==> config.mk <==
export PLATFORM = sky130hd
export DESIGN_NAME = vmicro16_soc
export DESIGN_NICKNAME = d
export VERILOG_FILES = /design/src/rtl/vmicro16_soc.sv
export SDC_FILE = /design/constraint.sdc
export NUM_CORES = 1
export LEC_CHECK = 0
export ABC_CLOCK_PERIOD_IN_PS = 5650
export CAP_MARGIN = 40
export CORE_MARGIN = 1
export CORE_UTILIZATION = 69
export CTS_BUF_LIST = sky130_fd_sc_hd__clkbuf_8
export DETAILED_ROUTE_END_ITERATION = 6
export PLACE_DENSITY = 0.93
export SLEW_MARGIN = 20
export SYNTH_ARGS = -nofsm -noshare
export SYNTH_HDL_FRONTEND = slang
export SYNTH_SLANG_ARGS = --single-unit
==> constraint.sdc <==
create_clock -name clk -period 5.65 [get_ports clk]
set_clock_uncertainty 0.05 [all_clocks]
set_input_delay 0.565 -clock clk [delete_from_list [all_inputs] [get_ports clk]]
set_output_delay 0.565 -clock clk [all_outputs]
set_load 0.02 [all_outputs]
==> src/rtl/vmicro16_soc.sv <==
// rtl/vmicro16_soc.sv - multi-core summation SoC with reduction, GPIO publish and sticky halt
module vmicro16_soc #(
  parameter int N_CORES    = 4,
  parameter int SUM_LAST   = 239,
  parameter int DATA_WIDTH = 16,
  parameter int GPIO_WIDTH = 8
) (
  input  logic                  clk,
  input  logic                  reset,
  output logic                  halt,
  output logic [GPIO_WIDTH-1:0] gpio1
);
  // One spare bit so v_k can step past SUM_LAST without wrapping.
  localparam int CW = $clog2(SUM_LAST + N_CORES) + 1;

  typedef enum logic [1:0] {S_RUN, S_REDUCE, S_DONE} state_t;

  state_t                  r_state;
  logic [CW-1:0]           r_v   [N_CORES];
  logic [DATA_WIDTH-1:0]   r_acc [N_CORES];
  logic [DATA_WIDTH-1:0]   r_result;
  logic                    r_halt;
  logic [GPIO_WIDTH-1:0]   r_gpio1;
  logic [N_CORES-1:0]      w_done;
  logic [DATA_WIDTH-1:0]   w_sum;

  always_comb begin
    w_sum  = '0;
    w_done = '0;
    for (int k = 0; k < N_CORES; k++) begin
      w_done[k] = (r_v[k] > CW'(SUM_LAST));
      w_sum     = w_sum + r_acc[k];
    end
  end

  always_ff @(posedge clk or posedge reset) begin
    if (reset) begin
      r_state  <= S_RUN;
      r_result <= '0;
      r_halt   <= 1'b0;
      r_gpio1  <= '0;
      for (int k = 0; k < N_CORES; k++) begin
        r_v[k]   <= CW'(k + 1);
        r_acc[k] <= '0;
      end
    end else begin
      case (r_state)
        S_RUN: begin
          for (int k = 0; k < N_CORES; k++) begin
            if (!w_done[k]) begin
              r_acc[k] <= r_acc[k] + DATA_WIDTH'(r_v[k]);
              r_v[k]   <= r_v[k] + CW'(N_CORES);
            end
          end
          // Completion is judged on values at the start of the cycle.
          if (&w_done) r_state <= S_REDUCE;
        end
        S_REDUCE: begin
          r_result <= w_sum;
          r_gpio1  <= w_sum[GPIO_WIDTH-1:0];
          r_halt   <= 1'b1;
          r_state  <= S_DONE;
        end
        default: r_state <= S_DONE;
      endcase
    end
  end

  assign halt  = r_halt;
  assign gpio1 = r_gpio1;
endmodule

Yosys cells after proc, flatten, opt, wreduce, memory -nomap -nowiden --
Index checks and enable logic that the tools add are counted.
Cells by class: $add $sub $neg 11, multiply operators 0, div/mod/pow operators 0, magnitude comparators 4, equality and inequality tests 2, shift-type cells 0, muxes and demuxes 2, bitwise operators 4, reductions and logical operators 6
Operator list (number):
- $add 16x9->16 | 4
- $add 9x3->9 const B | 4
- $gt 9x8->1 const B | 4
- $add 8x8->8 | 3
- $reduce_and 2->1 | 4
- $mux 2 | 2
- $not 1->1 | 4
- $reduce_and 4->1 | 1
- $eq 2x1->1 const B | 1
- $logic_not 2->1 | 1
- $ne 2x2->1 const B | 1
Word-level totals: bits in registers 111, latch bits 0, bits in writable memories 0, bits in read-only memories 0, input bits 2, word-level logic and storage cells 40, memories 0

Longest topological paths before layout --
Gate-level depths: netlist of run 1.
word-level depth 4, gate-level depth with buffers 8

Worst setup path after synthesis of run 1 --
No wires, ideal clock.
path kind flip-flop to flip-flop, start point register r_acc[2] (netlist bit), end point register r_gpio1[6] (netlist: gpio1[6]), library setup time 0.136 ns, arrival 2.526 ns, required time 5.464 ns, path slack 2.938 ns, cell stages (with the launch flop) 9, period minus slack after synthesis 2.712 ns, cell sequence dfrtp_1 -> fa_1 -> fa_1 -> ha_1 -> fa_1 -> a21o_1 -> a21oi_1 -> xor2_1 -> o21ai_0
On the way: cells in the longest elaborated chain, start to end 1
RTL lines:
- start: declaration | RTL line 20 | logic [DATA_WIDTH-1:0] r_acc [N_CORES];
- start signal: indexed assignment | RTL line 51 | r_acc[k] <= r_acc[k] + DATA_WIDTH'(r_v[k]);
- $add 8x8->8 | RTL line 32 | w_sum = w_sum + r_acc[k];
- end signal: assignment | RTL line 60 | r_gpio1 <= w_sum[GPIO_WIDTH-1:0];
- end: declaration | RTL line 23 | logic [GPIO_WIDTH-1:0] r_gpio1;
No other way between the ends. A chain may end at the register's enable or synchronous reset.

Worst setup path in the final report of run 1 --
start point register r_acc[3] (netlist bit), end point register r_gpio1[7] (netlist: gpio1[7])
Same word-level chain as after synthesis.

==> results of run 1 <==
-- through the flow --
stage / hold WS [ns] / setup WS [ns] / utilization, %
after floorplan: 0.380 / 2.94 / -
after global placement: 0.327 / 2.87 / 75.4
after detailed placement: 0.328 / 2.82 / 75.4
after CTS: 0.345 / 2.72 / 78.7
after global routing: 0.354 / 2.62 / 79.1
final: 0.346 / 2.71 / 79.1
-- power groups by stage --
stage | combinational, W | sequential (W) | clock, W
after floorplan | 0.00000709 | 0.000496 | 0
after global placement | 0.0000108 | 0.000496 | 0
after detailed placement | 0.0000109 | 0.000496 | 0
after CTS | 0.0000109 | 0.000487 | 0.000386
after global routing | 0.0000141 | 0.000486 | 0.000408
final | 0.0000121 | 0.000487 | 0.000380
-- state kept, by name, indices dropped and copies added (netlist names) --
register / cells
gpio1: 8
r_acc: 29
halt: 1
r_state: 2
r_v: 28
-- critical path: cells and delay by family (launching register included) --
kind	cells	cell delay (ns)
xor gates and xnor gates	1	0.18
AOI/OAI and AO/OA	4	0.69
adders and majority gates	3	1.40
DFF	1	0.44
-- cell usage in the layout (no fill, tap or decap), types with 4 or more instances in the layout --
cell and count:
fa_1 14, a21oi_1 16, ha_1 33, nand2_1 48, xnor2_1 29, dfrtp_1 67
nand4_1 7, inv_1 23, nor2_1 12, o21a_1 5, mux2_2 4, nand3_1 7
a21o_1 8, o21ai_0 30, nand2b_1 4, clkbuf_8 9, clkdlybuf4s50_1 10, o21bai_1 8
a211oi_1 5, nor3_1 6, xor2_1 12
-- routing by layer --
metal | vias to the layer above | GRT usage (%) | part of all wire (%)
met5 | - | 0 | 0
met4 | 0 | 16.7 | 3.7
met3 | 32 | 6.44 | 5.4
met2 | 113 | 48.7 | 47
met1 | 1456 | 39.4 | 44
li1 | 1411 | - | -
-- worst max path at each step --
stage / slack (ns) / endpoint / start / depth (start not counted)
4_1_cts: 2.72 / gpio1[7] / r_acc[3] / 8
2_1_floorplan: 2.94 / gpio1[6] / r_acc[2] / 8
5_1_grt: 2.62 / gpio1[7] / r_acc[3] / 8
3_5_place_dp: 2.82 / gpio1[6] / r_acc[2] / 8
3_3_place_gp: 2.87 / gpio1[6] / r_acc[2] / 8
6_report: 2.71 / gpio1[7] / r_acc[3] / 8
-- cells by family after synthesis --
kind of cell | Yosys count | synth area share (%)
AOI/OAI and AO/OA | 91 | 14.7
xor gates and xnor gates | 41 | 8.80
adders and majority gates | 47 | 17.0
buffers and inverters | 34 | 3.28
DFF | 68 | 41.7
muxes | 6 | 1.60
and+or+nand+nor | 105 | 12.9
-- layout make-up --
cell class,instances,area share [%]
Sequential cell,68,38.4
Inverter,23,1.95
Multi-Input combinational cell,290,50.5
Timing Repair Buffer,13,2.99
Clock inverter,7,1.35
Tap cell,72,2.03
Clock buffer,9,2.79
==> flow_metrics.env, run 1 <==
export IMPL_drv_cap=0
export IMPL_ys_types=54
export IMPL_synth_common_cells="dfrtp_1 (67), nand2_1 (48), ha_1 (33), o21ai_0 (30), xnor2_1 (29)"
export IMPL_p_seq_share_pct=55.4
export IMPL_power_total_w=0.000878
export IMPL_ys_seq_area_share_pct=41.7
export IMPL_worstMarginPinSlew_ns=0.669
export IMPL_crit_type="reg -> reg"
export IMPL_whs_endpoint="r_v[35]"
export IMPL_ir_drop_uv=192
export IMPL_p_sw_share_pct=21.7
export IMPL_postCtsSetupRepairBufs=0
export IMPL_core_mm2=0.00561
export IMPL_regToRegSetupSlack_ns=2.71
export IMPL_yosysMostFrequentCell="dfrtp_1"
export IMPL_cts_resized=0
export IMPL_hp_class="reg -> reg"
export IMPL_antenna_found_initial=0
export IMPL_clkTransAtPathRegs_ns=0.07
export IMPL_synth_top_area_share_pct=41.1
export IMPL_grt_usage_pct=30.7
export IMPL_drtIter0Drc=265
export IMPL_synth_area_mm2=0.00408
export IMPL_max_freq_ghz=0.341
export IMPL_hp_start="r_v[35]"
export IMPL_power_internal_w=0.000687
export IMPL_final_hold_violation_count=0
export IMPL_relSlewSlack_pct=55.4
export IMPL_p_sw_w=0.000191
export IMPL_cts_hold_buf=0
export IMPL_fin_crit_sh_pct=52.0
export IMPL_dp_cells=464
export IMPL_multi_input_area_mm2=0.00224
export IMPL_async_flop_share_pct=100
export IMPL_fp_dieArea_mm2=0.00622
export IMPL_cp_max_fo=4
export IMPL_cp_required_ns=5.78
export IMPL_post_route_min_period_ns=2.94
export IMPL_grt_pass1_vias=3014
export IMPL_finalSetupViolCount=0
export IMPL_layout_drive_gt1_share_pct=7.32
export IMPL_totalNegativeSetupSlack_ns=0
export IMPL_endpoint_kind="flip-flop"
export IMPL_drc_errors=0
export IMPL_dp_hpwl_um=6070
export IMPL_clockBufferDepth=2
export IMPL_via_per_inst=6.25
export IMPL_drt_total_wl_um=8440
export IMPL_outcome="complete, no violations"
export IMPL_power_density_mw_per_mm2=198
export IMPL_cts_sinks=68
export IMPL_synth_cells=392
export IMPL_rsz0062_at_grt="no"
export IMPL_rr_worst_depth=8
export IMPL_ys_ff_latch=68
export IMPL_clockPowerShare_pct=43.2
export IMPL_start_util_pct=72.7
export IMPL_placed_cell_area_mm2=0.00423
export IMPL_diodes=0
export IMPL_crit_chain="fa_1 > fa_1 > ha_1 > a211oi_1 > o21bai_1 > a21oi_1 > xnor2_1 > o21ai_0"
export IMPL_num_vias=3012
export IMPL_worstSkewPairLatency_ns=0.35
export IMPL_htree_levels=3
export IMPL_syn2layout_area_growth_pct=8.80
export IMPL_worstHoldPathCells=0
export IMPL_core_rowCount=27
export IMPL_stdcell_area_mm2=0.00444
export IMPL_num_io_pins=11
export IMPL_fill_cells=326
export IMPL_root_buffer="clkbuf_8"
export IMPL_synth_nets=441
export IMPL_yosys_warnings=0
export IMPL_die_height_um=78.9
export IMPL_combinationalPowerShare_pct=1.4
export IMPL_critPathMaxStageDelay_ns=0.58
export IMPL_r2r_end="gpio1[7]"
export IMPL_wl_per_cell_um=17.5
export IMPL_report_final_slew_viol_count=0
export IMPL_cpMaxStageDelayCell="fa_1"
export IMPL_synth_edf_count=0
export IMPL_grt_pass1_wl_um=14300
export IMPL_synth_top_area_cell="dfrtp_1"
export IMPL_arrival_ns=3.07
export IMPL_ant_nets=0
export IMPL_layout_nets=454
export IMPL_io_buffers=10
export IMPL_cts_tree="done"
export IMPL_synthTopCellsByArea="dfrtp_1 (41%), ha_1 (10%), fa_1 (6.9%), xnor2_1 (6.2%), nand2_1 (4.4%)"
export IMPL_grt_overflow=0
export IMPL_crit_top_cell="fa_1"
export IMPL_synth_flop_cell="dfrtp_1"
export IMPL_seqCellArea_mm2=0.00170
export IMPL_stdcell_count=482
export IMPL_cts_buffers_inserted=9
export IMPL_die_w_um=78.9
export IMPL_worstReg2RegStart="r_acc[3]"
export IMPL_grt_max_degree=69
export IMPL_p_leak_nw=2.06
export IMPL_cp_start_kind="flip-flop"
export IMPL_gp_congestion=0.845
export IMPL_avgSynthCellArea_um2=10.4
export IMPL_first_pass_iters=4
Power figures use the tool's default switching activity.
==> run 2, diff against run 1 <==
--- a/config.mk
+++ b/config.mk
@@ -5,13 +5,13 @@
 export SDC_FILE = /design/constraint.sdc
 export NUM_CORES = 1
 export LEC_CHECK = 0
-export ABC_CLOCK_PERIOD_IN_PS = 5650
+export ABC_CLOCK_PERIOD_IN_PS = 2770
 export CAP_MARGIN = 40
 export CORE_MARGIN = 1
-export CORE_UTILIZATION = 69
+export CORE_UTILIZATION = 64
 export CTS_BUF_LIST = sky130_fd_sc_hd__clkbuf_8
 export DETAILED_ROUTE_END_ITERATION = 6
-export PLACE_DENSITY = 0.93
+export PLACE_DENSITY = 0.87
 export SLEW_MARGIN = 20
 export SYNTH_ARGS = -nofsm -noshare
 export SYNTH_HDL_FRONTEND = slang
==> constraint.sdc (replaced) <==
create_clock -name clk -period 2.77 [get_ports clk]
set_clock_uncertainty 0.05 [all_clocks]
set_input_delay 0.277 -clock clk [delete_from_list [all_inputs] [get_ports clk]]
set_output_delay 0.277 -clock clk [all_outputs]
set_load 0.02 [all_outputs]
==> run 2 against run 1 <==
Against the previous run: critical path depth unchanged; flip-flop and latch count unchanged; power up 110%; routed wire length up 3.6%; final area up 2.6%; clock power up 120%; first-iteration DRC count down 22%; global-route usage down 1.8 points; sequential share of layout area down 0.93 points; sequential power up 100%; worst hold slack worse by 0.18 ns; maximum frequency up 9.0%; largest cell class unchanged.
==> flow_metrics.env, run 2 (synthesized netlist as in run 1, its figures left out) <==
export IMPL_clockBufferDepth=2
export IMPL_grt_pass1_wl_um=14100
export IMPL_ant_nets=0
export IMPL_totalNegativeSetupSlack_ns=0
export IMPL_grt_overflow=0
export IMPL_outcome="complete, no violations"
export IMPL_drt_total_wl_um=8750
export IMPL_endpoint_kind="flip-flop"
export IMPL_r2r_end="gpio1[7]"
export IMPL_worstSkewPairLatency_ns=0.36
export IMPL_grt_pass1_vias=2914
export IMPL_clkTransAtPathRegs_ns=0.08
export IMPL_crit_type="reg -> reg"
export IMPL_diodes=0
export IMPL_core_mm2=0.00603
export IMPL_arrival_ns=2.85
export IMPL_post_route_min_period_ns=2.69
export IMPL_drc_errors=0
export IMPL_drv_cap=0
export IMPL_power_density_mw_per_mm2=408
export IMPL_rsz0062_at_grt="yes"
export IMPL_via_per_inst=6.20
export IMPL_p_leak_nw=2.09
export IMPL_grt_max_degree=30
export IMPL_regToRegSetupSlack_ns=0.08
export IMPL_largest_register_ffs=29
export IMPL_cp_startpoint="r_acc[19]"
export IMPL_hp_class="in -> async"
export IMPL_first_pass_iters=5
export IMPL_cpMaxStageDelayCell="fa_2"
export IMPL_cp_required_ns=2.92
export IMPL_cts_sinks=68
export IMPL_layout_commonest_cell="dfrtp_1"
export IMPL_critPathMaxStageDelay_ns=0.61
export IMPL_report_final_slew_viol_count=0
export IMPL_num_io_pins=11
export IMPL_wl_per_cell_um=17.7
export IMPL_max_freq_ghz=0.371
export IMPL_worstReg2RegStart="r_acc[19]"
export IMPL_cp_start_kind="flip-flop"
export IMPL_core_rowCount=28
export IMPL_dp_hpwl_um=6060
export IMPL_ir_drop_uv=356
export IMPL_relSlewSlack_pct=62.8
export IMPL_syn2layout_area_growth_pct=11.6
export IMPL_gp_congestion=0.921
export IMPL_cts_tree="done"
export IMPL_final_core_util_pct=75.5
export IMPL_finalSetupViolCount=0
export IMPL_die_height_um=81.8
export IMPL_root_buffer="clkbuf_8"
export IMPL_antenna_found_initial=0
export IMPL_final_hold_violation_count=0
export IMPL_start_util_pct=67.7
export IMPL_grt_usage_pct=28.8
export IMPL_crit_chain="fa_1 > fa_2 > ha_4 > a211oi_1 > o21bai_1 > a21oi_2 > xnor2_1 > o21ai_0"
export IMPL_fin_crit_sh_pct=97.2
export IMPL_fill_cells=377
export IMPL_cp_max_fo=3
export IMPL_fp_dieArea_mm2=0.00670
export IMPL_worstMarginPinSlew_ns=0.559
export IMPL_layout_nets=462
export IMPL_mostFrequentLayoutCells="dfrtp_1 (66), nand2_1 (48), ha_1 (30)"
export IMPL_io_buffers=10
export IMPL_num_vias=3059
export IMPL_cts_hold_buf=0
export IMPL_drtIter0Drc=208
export IMPL_die_w_um=81.8
export IMPL_htree_levels=3
export IMPL_rr_worst_depth=8
export IMPL_layout_drive_gt1_share_pct=11.2
export IMPL_cts_buffers_inserted=9
export IMPL_top_register="r_acc"
-- run 2: changes by cell type in the layout (fill, tap and decap cells not counted), sizes merged --
| cell | previous run | this run |
|---|---|---|
| inv | 25 | 24 |
| buf | 2 | 11 |
| clkinv | 3 | 2 |
| clkbuf | 10 | 11 |
-- run 2: repair_timing --
| item | CTS | global route |
|---|---|---|
| endpoints found under the setup margin | 2 | 2 |
| pin swaps | 2 | 3 |
| gates resized for setup | 3 | 6 |
| buffers inserted | 2 | 1 |
-- run 2: cell type report --
type | instances | area (µm²) | area share, %
Multi-Input combinational cell | 290 | 2280 | 50.1
Sequential cell | 68 | 1700 | 37.4
Timing Repair Buffer | 21 | 183 | 4.01
Clock buffer | 11 | 151 | 3.33
Tap cell | 75 | 93.8 | 2.06
Inverter | 23 | 86.3 | 1.90
Clock inverter | 5 | 51.3 | 1.13
-- run 2: critical path: cells and delay by family (launching register included) --
kind	cells	cell delay [ns]
XOR/XNOR	1	0.15
adder cells (fa/ha/maj)	3	1.32
flip-flops	1	0.43
AO/OA/AOI/OAI	4	0.59
-- run 2: metal layers --
layer | GRT usage [%] | up-vias | wire [µm]
li1 | - | 1414 | -
met1 | 38.1 | 1524 | 3790
met2 | 46.5 | 100 | 4320
met3 | 6.78 | 21 | 398
met4 | 9.82 | 0 | 235
met5 | 0 | - | 0
-- run 2: worst max-delay path by stage --
stage | slack [ns] | endpoint
2_1_floorplan | 0.06 | gpio1[6]
3_3_place_gp | 0.05 | gpio1[6]
3_5_place_dp | -0.05 | gpio1[6]
4_1_cts | 0.01 | gpio1[7]
5_1_grt | -0.04 | gpio1[7]
6_report | 0.08 | gpio1[7]
-- run 2: power by group --
group	switching, W	internal, W
Sequential	0	0.000992
Clock	0.000384	0.000458
Combinational	0.0000192	0.00000320
-- run 2: through the flow --
stage | cells | area, µm² | total power (W) | setup WS (ns) | hold slack [ns]
after global routing | 493 | 4550 | 0.00192 | -0.0362 | 0.192
after detailed placement | 474 | 4290 | 0.00104 | -0.0547 | 0.330
after CTS | 492 | 4510 | 0.00187 | 0.00958 | 0.176
after global placement | 474 | 4290 | 0.00104 | 0.0507 | 0.320
after floorplan | 392 | 4080 | 0.00103 | 0.0577 | 0.380
final | 493 | 4550 | 0.00186 | 0.0772 | 0.162
==> run 3, diff against run 2 <==
--- a/config.mk
+++ b/config.mk
@@ -8,10 +8,10 @@
 export ABC_CLOCK_PERIOD_IN_PS = 2770
 export CAP_MARGIN = 40
 export CORE_MARGIN = 1
-export CORE_UTILIZATION = 64
+export CORE_UTILIZATION = 30
 export CTS_BUF_LIST = sky130_fd_sc_hd__clkbuf_8
 export DETAILED_ROUTE_END_ITERATION = 6
-export PLACE_DENSITY = 0.87
+export PLACE_DENSITY = 0.5
 export SLEW_MARGIN = 20
 export SYNTH_ARGS = -nofsm -noshare
 export SYNTH_HDL_FRONTEND = slang
==> run 3 against run 2 <==
Against the previous run: count of clock-buffer cells in the layout is 1 lower; global-route usage is 16 points lower; core utilization is 40 points lower; worst setup slack better by 0.044 ns; die area up 110%.
==> flow_metrics.env, run 3 (synthesized netlist as in run 1, its figures left out) <==
export IMPL_outcome="complete, no violations"
export IMPL_clockBufferDepth=2
export IMPL_arrival_ns=2.81
export IMPL_fill_cells=1338
export IMPL_largest_register_ffs=29
export IMPL_top_register="r_acc"
export IMPL_htree_levels=3
export IMPL_cp_start_kind="flip-flop"
export IMPL_stdcell_count=593
export IMPL_core_mm2=0.0132
export IMPL_endpoint_kind="flip-flop"
export IMPL_totalNegativeSetupSlack_ns=0
export IMPL_first_pass_iters=4
export IMPL_finalSetupViolCount=0
export IMPL_dp_cells=577
export IMPL_core_rowCount=42
export IMPL_hp_class="in -> async"
export IMPL_num_vias=2857
export IMPL_diodes=0
export IMPL_report_final_slew_viol_count=0
export IMPL_p_seq_share_pct=53.5
export IMPL_post_route_min_period_ns=2.65
export IMPL_layout_commonest_cell="dfrtp_1"
export IMPL_dp_hpwl_um=6290
export IMPL_io_buffers=10
export IMPL_p_sw_w=0.000420
export IMPL_cts_buffers_inserted=9
export IMPL_max_freq_ghz=0.378
export IMPL_wl_per_cell_um=14.1
export IMPL_die_w_um=119
export IMPL_drt_total_wl_um=8380
export IMPL_power_density_mw_per_mm2=398
export IMPL_drv_cap=0
export IMPL_postCtsSetupRepairBufs=0
export IMPL_ir_drop_uv=233
export IMPL_power_internal_w=0.00143
export IMPL_combinationalPowerShare_pct=1.3
export IMPL_rsz0062_at_grt="no"
export IMPL_grt_overflow=0
export IMPL_worstMarginPinSlew_ns=0.546
export IMPL_start_util_pct=30.8
export IMPL_cts_tree="done"
export IMPL_num_io_pins=11
export IMPL_fin_hold_ws_ns=0.232
export IMPL_cp_max_fo=2
export IMPL_crit_type="reg -> reg"
export IMPL_fin_crit_sh_pct=95.6
export IMPL_grt_pass1_vias=2888
export IMPL_grt_usage_pct=13.3
export IMPL_antenna_found_initial=0
export IMPL_clockPowerShare_pct=45.2
export IMPL_syn2layout_area_growth_pct=14.2
export IMPL_cp_startpoint="r_acc[2]"
export IMPL_relSlewSlack_pct=63.6
export IMPL_final_core_util_pct=35.2
export IMPL_clkTransAtPathRegs_ns=0.08
export IMPL_layout_nets=461
export IMPL_stdcell_area_mm2=0.00466
export IMPL_p_leak_nw=2.09
export IMPL_root_buffer="clkbuf_8"
export IMPL_placed_cell_area_mm2=0.00444
export IMPL_mostFrequentLayoutCells="dfrtp_1 (67), nand2_1 (48), ha_1 (32)"
export IMPL_worstReg2RegStart="r_acc[2]"
export IMPL_grt_max_degree=49
export IMPL_cts_hold_buf=0
export IMPL_fp_dieArea_mm2=0.0141
export IMPL_die_height_um=119
export IMPL_cp_required_ns=2.94
export IMPL_layout_drive_gt1_share_pct=10.6
export IMPL_worstSkewPairLatency_ns=0.35
export IMPL_drc_errors=0
export IMPL_ant_nets=0
export IMPL_cts_sinks=68
export IMPL_drtIter0Drc=146
export IMPL_p_sw_share_pct=22.7
export IMPL_via_per_inst=4.82
export IMPL_final_hold_violation_count=0
export IMPL_grt_pass1_wl_um=14600
export IMPL_gp_congestion=0.741
## run 3: cell type report
cell class,count,area (µm²),area share [%]
inverters,23,86.3,1.85
well taps,176,220,4.73
multi-input cells,290,2260,48.5
clock inverters,6,63.8,1.37
clock buffers,10,138,2.95
repair buffers,20,188,4.03
flip-flops and latches,68,1700,36.6
## run 3: repair_timing
action	CTS	global route
pin swaps	1	7
resized for setup	2	3
endpoints found under the setup margin	1	2
cloned	0	0
## run 3: per-layer routing
| layer | global-route usage, % | up-vias | wire (µm) |
|---|---|---|---|
| met5 | 0 | - | 0 |
| met4 | 3.80 | 0 | 95 |
| met3 | 3.23 | 9 | 210 |
| met2 | 20.7 | 32 | 3850 |
| li1 | - | 1418 | - |
| met1 | 18.2 | 1398 | 4230 |
## run 3: critical path, stage by stage (launching register included)
cell	delay [ns]
dfrtp_1	0.40
fa_1	0.56
fa_1	0.42
ha_2	0.20
fa_2	0.34
a21o_1	0.17
a21oi_2	0.13
xor2_1	0.15
o21ai_0	0.09
## run 3: per-stage QoR
stage	setup slack, ns	total power (W)
6_report	0.122	0.00185
3_5_place_dp	-0.0664	0.00104
5_1_grt	0.0150	0.00193
4_1_cts	0.0148	0.00189
3_3_place_gp	0.00448	0.00104
2_1_floorplan	0.0577	0.00103
## run 3: path summary, 6_finish.rpt
check                                 to  slack [ns]  depth (start not counted)
min in group clk                 r_v[35]        0.34                          0
worst min-delay path             r_v[23]        0.23                          2
worst min register to register   r_v[35]        0.34                          0
worst max register to register  gpio1[6]        0.12                          8
max in group asynchronous         r_v[2]        1.76                          3
worst max-delay path            gpio1[6]        0.12                          8
## run 3: power by group through the flow
| stage | combinational, W | clock [W] | sequential, W |
|---|---|---|---|
| finish | 0.0000250 | 0.000838 | 0.000992 |
| global route | 0.0000297 | 0.000904 | 0.000992 |
| CTS | 0.0000277 | 0.000876 | 0.000992 |
| detailed placement | 0.0000275 | 0 | 0.00101 |
| global placement | 0.0000272 | 0 | 0.00101 |
| floorplan | 0.0000145 | 0 | 0.00101 |
